## src/rtl/bcd_to_unix.sv

```systemverilog
// bcd_to_unix: iterative converter from a BCD calendar date/time to a Unix seconds count,
// with start/busy/done handshake, input validation and an active-low counter load strobe.
// Optional build macro BCD_TO_UNIX_TZ_EN: inputs are local time, TZ_OFFSET_HOURS east of UTC.
module bcd_to_unix #(
  parameter int COUNTER_W       = 64,
  parameter int TZ_OFFSET_HOURS = 8
) (
  input  logic                 clk,
  input  logic                 reset_n,
  input  logic                 start,
  input  logic [15:0]          year_bcd,
  input  logic [7:0]           month_bcd,
  input  logic [7:0]           day_bcd,
  input  logic [7:0]           hour_bcd,
  input  logic [7:0]           min_bcd,
  input  logic [7:0]           sec_bcd,
  output logic                 busy,
  output logic                 done,
  output logic                 error,
  output logic [COUNTER_W-1:0] counter,
  output logic                 load_n
);

  typedef enum logic [2:0] {IDLE, CONV, CHECK, YEAR, MONTH, SUM, DONE} state_t;

  localparam logic [COUNTER_W-1:0] TZ_SECS = COUNTER_W'(TZ_OFFSET_HOURS * 3600);

  function automatic logic is_leap(input logic [13:0] y);
    logic [13:0] r4, r100, r400;
    r4   = y % 14'd4;
    r100 = y % 14'd100;
    r400 = y % 14'd400;
    return (r4 == 14'd0) && ((r100 != 14'd0) || (r400 == 14'd0));
  endfunction

  function automatic logic [4:0] month_days(input logic [3:0] m, input logic leap);
    logic [4:0] n;
    case (m)
      4'd2:                                  n = leap ? 5'd29 : 5'd28;
      4'd4, 4'd6, 4'd9, 4'd11:               n = 5'd30;
      4'd1, 4'd3, 4'd5, 4'd7, 4'd8, 4'd10,
      4'd12:                                 n = 5'd31;
      default:                               n = 5'd0;
    endcase
    return n;
  endfunction

  function automatic logic [7:0] bcd2(input logic [7:0] b);
    return 8'(b[7:4]) * 8'd10 + 8'(b[3:0]);
  endfunction

  state_t state_reg, state_next;

  logic [15:0]          year_bcd_reg;
  logic [7:0]           month_bcd_reg, day_bcd_reg, hour_bcd_reg, min_bcd_reg, sec_bcd_reg;
  logic [13:0]          year_reg, iter_year_reg;
  logic [7:0]           month_reg, day_reg, hour_reg, min_reg, sec_reg;
  logic [3:0]           iter_month_reg;
  logic [21:0]          days_reg;
  logic [COUNTER_W-1:0] secs_reg, counter_reg;
  logic                 fail_reg, busy_reg, done_reg, error_reg, load_n_reg;

  logic                 accept;
  logic [55:0]          nibbles;
  logic [13:0]          nib_bad;
  logic                 leap_target, leap_iter, range_bad;
  logic [4:0]           dim_target, dim_iter;
  logic [21:0]          days_total;
  logic [16:0]          tod;
  logic [COUNTER_W-1:0] secs_raw, secs_final;
  logic                 sum_fail;

  assign accept = (state_reg == IDLE) && !busy_reg && start;

  assign nibbles = {year_bcd_reg, month_bcd_reg, day_bcd_reg, hour_bcd_reg, min_bcd_reg, sec_bcd_reg};

  generate
    for (genvar gi = 0; gi < 14; gi++) begin : g_nib
      assign nib_bad[gi] = nibbles[gi*4 +: 4] > 4'd9;
    end
  endgenerate

  assign leap_target = is_leap(year_reg);
  assign leap_iter   = is_leap(iter_year_reg);
  assign dim_target  = month_days(month_reg[3:0], leap_target);
  assign dim_iter    = month_days(iter_month_reg, leap_target);

  // month is bounded first, so month_reg[3:0] is a valid month index whenever it matters
  assign range_bad = (year_reg < 14'd1970) || (month_reg == 8'd0) || (month_reg > 8'd12) ||
                     (day_reg == 8'd0) || (day_reg > {3'b000, dim_target}) ||
                     (hour_reg > 8'd23) || (min_reg > 8'd59) || (sec_reg > 8'd59);

  assign days_total = days_reg + 22'(day_reg) - 22'd1;
  assign tod        = 17'(hour_reg) * 17'd3600 + 17'(min_reg) * 17'd60 + 17'(sec_reg);
  assign secs_raw   = COUNTER_W'(days_total) * COUNTER_W'(17'd86400) + COUNTER_W'(tod);

`ifdef BCD_TO_UNIX_TZ_EN
  assign sum_fail   = secs_raw < TZ_SECS;
  assign secs_final = secs_raw - TZ_SECS;
`else
  logic tz_unused;
  assign tz_unused  = ^TZ_SECS;
  assign sum_fail   = 1'b0;
  assign secs_final = secs_raw;
`endif

  always_ff @(posedge clk or negedge reset_n) begin
    if (!reset_n) state_reg <= IDLE;
    else          state_reg <= state_next;
  end

  always_comb begin
    state_next = state_reg;
    case (state_reg)
      IDLE:  if (accept) state_next = CONV;
      CONV:  state_next = CHECK;
      CHECK: begin
        if (fail_reg || range_bad)    state_next = DONE;
        else if (year_reg != 14'd1970) state_next = YEAR;
        else if (month_reg != 8'd1)    state_next = MONTH;
        else                           state_next = SUM;
      end
      YEAR: begin
        if (iter_year_reg + 14'd1 == year_reg)
          state_next = (month_reg != 8'd1) ? MONTH : SUM;
      end
      MONTH: if ({4'b0000, iter_month_reg} + 8'd1 == month_reg) state_next = SUM;
      SUM:   state_next = DONE;
      DONE:  state_next = IDLE;
      default: state_next = IDLE;
    endcase
  end

  always_ff @(posedge clk or negedge reset_n) begin
    if (!reset_n) begin
      year_bcd_reg   <= '0;
      month_bcd_reg  <= '0;
      day_bcd_reg    <= '0;
      hour_bcd_reg   <= '0;
      min_bcd_reg    <= '0;
      sec_bcd_reg    <= '0;
      year_reg       <= '0;
      month_reg      <= '0;
      day_reg        <= '0;
      hour_reg       <= '0;
      min_reg        <= '0;
      sec_reg        <= '0;
      iter_year_reg  <= '0;
      iter_month_reg <= '0;
      days_reg       <= '0;
      secs_reg       <= '0;
      counter_reg    <= '0;
      fail_reg       <= 1'b0;
      busy_reg       <= 1'b0;
      done_reg       <= 1'b0;
      error_reg      <= 1'b0;
      load_n_reg     <= 1'b1;
    end else begin
      done_reg   <= 1'b0;
      load_n_reg <= 1'b1;
      // busy stays up through the done cycle so a start there is not taken
      if (done_reg) busy_reg <= 1'b0;
      case (state_reg)
        IDLE: begin
          if (accept) begin
            year_bcd_reg  <= year_bcd;
            month_bcd_reg <= month_bcd;
            day_bcd_reg   <= day_bcd;
            hour_bcd_reg  <= hour_bcd;
            min_bcd_reg   <= min_bcd;
            sec_bcd_reg   <= sec_bcd;
            busy_reg      <= 1'b1;
            error_reg     <= 1'b0;
            fail_reg      <= 1'b0;
          end
        end
        CONV: begin
          year_reg  <= 14'(year_bcd_reg[15:12]) * 14'd1000 + 14'(year_bcd_reg[11:8]) * 14'd100 +
                       14'(year_bcd_reg[7:4]) * 14'd10 + 14'(year_bcd_reg[3:0]);
          month_reg <= bcd2(month_bcd_reg);
          day_reg   <= bcd2(day_bcd_reg);
          hour_reg  <= bcd2(hour_bcd_reg);
          min_reg   <= bcd2(min_bcd_reg);
          sec_reg   <= bcd2(sec_bcd_reg);
          fail_reg  <= |nib_bad;
        end
        CHECK: begin
          fail_reg       <= fail_reg | range_bad;
          days_reg       <= '0;
          iter_year_reg  <= 14'd1970;
          iter_month_reg <= 4'd1;
        end
        YEAR: begin
          days_reg      <= days_reg + (leap_iter ? 22'd366 : 22'd365);
          iter_year_reg <= iter_year_reg + 14'd1;
        end
        MONTH: begin
          days_reg       <= days_reg + 22'(dim_iter);
          iter_month_reg <= iter_month_reg + 4'd1;
        end
        SUM: begin
          secs_reg <= secs_final;
          fail_reg <= sum_fail;
        end
        DONE: begin
          done_reg <= 1'b1;
          if (fail_reg) begin
            error_reg <= 1'b1;
          end else begin
            counter_reg <= secs_reg;
            load_n_reg  <= 1'b0;
          end
        end
        default: ;
      endcase
    end
  end

  assign busy    = busy_reg;
  assign done    = done_reg;
  assign error   = error_reg;
  assign counter = counter_reg;
  assign load_n  = load_n_reg;

endmodule

```

## config.mk

```make
export PLATFORM = sky130hd
export DESIGN_NAME = bcd_to_unix
export DESIGN_NICKNAME = d
export VERILOG_FILES = /design/src/rtl/bcd_to_unix.sv
export SDC_FILE = /design/constraint.sdc
export NUM_CORES = 1
export LEC_CHECK = 0
export ABC_AREA = 1
export BUFFER_PORTS_ARGS = -buffer_cell sky130_fd_sc_hd__buf_4
export CORE_UTILIZATION = 55
export CTS_CLUSTER_SIZE = 25
export DETAILED_ROUTE_END_ITERATION = 6
export PLACE_DENSITY = 0.73
export SYNTH_ARGS = -nofsm -noshare
export SYNTH_HDL_FRONTEND = slang
export SYNTH_SLANG_ARGS = --single-unit
```

## constraint.sdc

```tcl
create_clock -name clk -period 8.6 [get_ports clk]
set_clock_uncertainty 0.2 [all_clocks]
set_input_delay 1.72 -clock clk [delete_from_list [all_inputs] [get_ports clk]]
set_output_delay 1.72 -clock clk [all_outputs]
set_load 0.02 [all_outputs]
```

After elaboration in Yosys (flattened, before gate mapping). Cells that the tools add are included. W data, S select, Z words.

RAM bits: 0. Bits in latches: 0. Memories: 0. Logic and storage cells: 179. Output and inout port bits: 68. Register bits: 286. Bits in read-only memories: 0.

Reductions and logical operators: 39. Bitwise logic cells: 2. Shifts and indexed selects: 0. Div/mod/pow operators: 4. Add/subtract/negate cells: 18. $lt $le $gt $ge: 20. Muxes and demuxes: 24. Multiply operators: 11. Equality and inequality tests: 38.

Operators by type and width (number): $pmux W22 S3 (1); $gt A4 B4 Y1 const B (14); $logic_not A14 Y1 (4); $mul A4 B3 Y7 const B (6); $add A39 B17 Y40 (1); $add A8 B4 Y8 (5); $eq A4 B4 Y1 const B (10); $eq A4 B3 Y1 const B (8); $mul A22 B10 Y32 const B (1); $pmux W5 S3 (2); $mod A14 B7 Y14 const B (2); $mod A14 B9 Y14 const B (2); $pmux W14 S2 (1); $reduce_bool A14 Y1 (2); $add A22 B5 Y22 (1); $add A22 B8 Y22 (1); $add A22 B9 Y22 (1); $sub A22 B1 Y22 const B (1); $pmux W3 S6 (1); $add A17 B14 Y17 (1); $add A17 B8 Y17 (1); $eq A4 B2 Y1 const B (4); $gt A8 B6 Y1 const B (2); $logic_not A8 Y1 (2); 43 further kinds (82).

Depth between registers and ports, before layout.
Depth in word-level cells: 14. Mapped depth: 68. Depth with buffers taken out: 67.

Worst setup path before layout. Ideal clock, no wire load.

Path type: register to register. Start point: reg min_reg[2]. End point: reg secs_reg[37]. Required time: 8270 ps. Period minus slack after synthesis: 7365 ps. Cell stages (with the launch flop): 40. Slack: 1235 ps. Library setup time: 130 ps. Arrival time: 7034 ps. Cells stage by stage: dfrtp_1 > fa_1 > fa_1 > inv_1 > fa_1 > fa_1 > inv_1 > ha_1 > a21oi_1 > inv_1 > a31oi_1 > nor2_1 > o21ai_0 > nand2_1 > nand2_1 > nand2_1 > a21oi_1 > o31ai_1 > [4 not listed] > ha_1 > inv_1 > o31ai_1 > a21oi_1 > o21ai_0 > nand3_1 > inv_1 > nand3_1 > nor2_1 > nand3_1 > nand3b_1 > nor4_1 > nand2_1 > inv_1 > nand3_1 > xor2_1 > nand2_1 > o21ai_0.

Longest elaborated chain between the ends: 4.

RTL lines: from (decl) (line 57) `logic [7:0] month_reg, day_reg, hour_reg, min_reg, sec_reg;`; from (signal assigned) (line 183) `min_reg <= bcd2(min_bcd_reg);`; $mul A8 B4 Y12 (line 94) `assign tod = 17'(hour_reg) * 17'd3600 + 17'(min_reg) * 17'd60 + 17'(sec_reg);`; $add A17 B14 Y17 (line 94); $add A17 B8 Y17 (line 94); $add A39 B17 Y40 (line 95) `assign secs_raw = COUNTER_W'(days_total) * COUNTER_W'(17'd86400) + COUNTER_W'(tod);`; to (signal assigned) (line 202) `secs_reg <= secs_final;`; to (decl) (line 60) `logic [COUNTER_W-1:0] secs_reg, counter_reg;`.

No other way between the ends. A chain may end at the register's enable or synchronous reset.

Final worst setup path.
Start point: reg days_reg[1]. End point: reg secs_reg[37].

Longest elaborated chain between the ends: 4.

RTL lines: from (decl) (line 59) `logic [21:0] days_reg;`; from (signal assigned) (line 194) `days_reg <= days_reg + (leap_iter ? 22'd366 : 22'd365);`; from (signal assigned) (line 198) `days_reg <= days_reg + 22'(dim_iter);`; $add A22 B8 Y22 (line 93) `assign days_total = days_reg + 22'(day_reg) - 22'd1;`; $sub A22 B1 Y22 (line 93); $mul A22 B10 Y32 (line 95); $add A39 B17 Y40 (line 95).

No other way between the ends.

==> impl_metrics.yaml <==
final_layout:
  final_cell_area_um2: 25200
  n_fill_cell: 3630
  final_cell_mix: "nand2_1 (600), inv_1 (511), ha_1 (325)"
  fin_util_pct: 61.6
  nNetsFinal: 3488
  drive_gt1_share_pct: 9.96
  diodes: 0
  synthToLayoutAreaGrowth_pct: 9.99
  final_common_cell: "nand2_1"
worst_hold_path:
  hp-class: "reg -> reg"
  hold_depth: 2
  worstHoldEndpoint: "counter[12]"
  hp-start: "counter[12]"
synth:
  synth_enable_flop_cells: 0
  ys.flop_type: "dfrtp_1"
  avgSynthCellArea_um2: 7.89
  netlist_instances: 2905
  synth_top_area_cell: "dfrtp_1"
  synthTopCellsByArea: "dfrtp_1 (26%), ha_1 (18%), nand2_1 (9.8%), fa_1 (9.0%), inv_1 (8.4%)"
  yosysWarnings: 0
  yosysTopAreaCellShare_pct: 25.9
  synthArstFlopShare_pct: 100
  synth_cell_type_count: 61
  netlist_area_um2: 22900
  ys_seq_area_share_pct: 26.0
  synth_seq_cells: 238
worst_setup_path:
  rr_worst_depth: 41
  cp_slowest_stage_delay_ps: 570
  crit_path_max_fanout: 4
  start_kind: "register"
  crit_path_frequent_cell: "inv_1"
  rrSetupSlack_ps: 630
  crit_path_end_kind: "register"
  crit_required_ps: 8820
  worstPathArrival_ps: 8190
  cp_slowest_cell: "fa_1"
  path_class: "reg -> reg"
  rr_endpoint: "secs_reg[37]"
  rr_startpoint: "days_reg[1]"
die:
  rows: 74
  die_area_um2: 42500
  core_area_um2: 40900
  die_y_um: 206
  start_util_pct: 56.0
  io_pins: 127
  die_w_um: 206
grt:
  grt_max_degree: 121
  overflow: 0
  grt_use_met2_pct: 39.2
  grt_util_all_layers_pct: 22.5
  antenna_found_initial: 0
  grt_pass1_wl_um: 80400
  busiest_layer: "met2"
  met1_usage_pct: 30.0
  met3_usage_pct: 2.22
  grt_pass1_vias: 17825
clocking:
  cts.clk_slew.worst_paths_ps: 60
  cts_tree: "yes"
  ctsRootBufferMaster: "clkbuf_16"
  postCtsResizedCells: 0
  clock_latency_ps: 580
  cts_buffers: 27
  ctsHoldBuffers: 0
  cts_setup_buffers: 0
  clkSinkCount: 238
  clockBufferDepth: 3
  h-tree-depth: 1
detailed_routing:
  ant_nets: 0
  drt_pre_antenna_iters: 6
  first_iter_violations: 946
  wl_per_cell_um: 13.2
  wl_um: 47000
  via_per_inst: 5.18
  num_vias: 18394
  drc_errors: 0
timing:
  slew_viol_final: 0
  clock.fmax_mhz: 125
  setup_slack_ps: 630
  finalCritPeriodShare_pct: 92.7
  finalSetupViolCount: 0
  tightestPinTransition_ps: 1260
  tns_ps: 0
  slew_headroom_pct: 15.7
  hold_viol_final: 0
  fin_crit_ps: 7970
placed_design:
  place.gp.congestion: 0.894
  place_ws_ps: 402
  dp.final_hpwl_um: 37500
  portBuffers: 102
  dpl_cell_area_um2: 24200
status:
  outcome: "finished clean"
job:
  maxCapViolations: 0
==> cell usage after synthesis, types with 13 or more instances <==
cell type,n
a21oi_1,102
a31oi_1,13
buf_4,26
clkbuf_1,41
dfrtp_1,237
fa_1,103
ha_1,325
inv_1,512
inv_2,19
nand2_1,600
nand2_2,43
nand2_4,16
nand3_1,102
nand4_1,32
nor2_1,173
nor3_1,20
o21ai_0,220
o21ai_1,17
xnor2_1,51
xor2_1,107
==> per-stage QoR <==
stage | hold slack, ps | std cells
finish | 272 | 3553
detailed placement | 260 | 3504
global route | 296 | 3553
global placement | 259 | 3504
floorplan | 242 | 2928
CTS | 276 | 3553
==> worst max-delay path: cells and delay by family, from the launching register on <==
kind,cells,cell delay [ps]
AOI/OAI and AO/OA,12,2030
xor gates and xnor gates,3,670
adders and majority gates,8,2980
buffers and inverters,9,650
DFF,1,400
and+or+nand+nor,9,880
==> metal layers <==
layer,routed length (um),share of wire (%),up-vias
li1,-,-,9424
met1,21900,47,8636
met2,22800,49,265
met3,1380,2.9,69
met4,938,2.0,0
met5,0,0,-
==> cell type report <==
class                      instances  area (um^2)  area share [%]
tap                              532          666            2.64
inverter                         540         2040            8.08
clock inverter                    11          128           0.506
timing repair buffer             114          876            3.47
multi-input combinational       2080        14800            58.5
sequential                       238         5960            23.6
clock buffer                      38          797            3.16
==> how the worst max path moves through the flow <==
stage / slack [ps] / end / depth (start not counted) / start
6_report: 630 / secs_reg[37] / 41 / days_reg[1]
5_1_grt: -30 / secs_reg[37] / 42 / day_reg[3]
4_1_cts: 350 / secs_reg[38] / 40 / min_reg[2]
3_5_place_dp: 400 / secs_reg[38] / 39 / min_reg[2]
3_3_place_gp: 680 / secs_reg[37] / 39 / min_reg[2]
2_1_floorplan: 1240 / secs_reg[37] / 39 / min_reg[2]
==> logic make-up (layout without fill, tap and decap cells) <==
kind of cell | after synthesis | count (layout) | synth area share, %
AND/OR/NAND/NOR | 1036 | 1036 | 20.2
buffers and inverters | 610 | 703 | 10.5
AO/OA/AOI/OAI | 434 | 434 | 10.6
adder cells (fa/ha/maj) | 428 | 428 | 26.7
flip-flops | 238 | 238 | 26.0
XOR/XNOR | 158 | 158 | 6.04
other | 1 | 24 | 0.0164
Power is left out: the tool's default activity adds up to more than one toggle a clock period on the data nets, which glitch-free logic cannot reach.
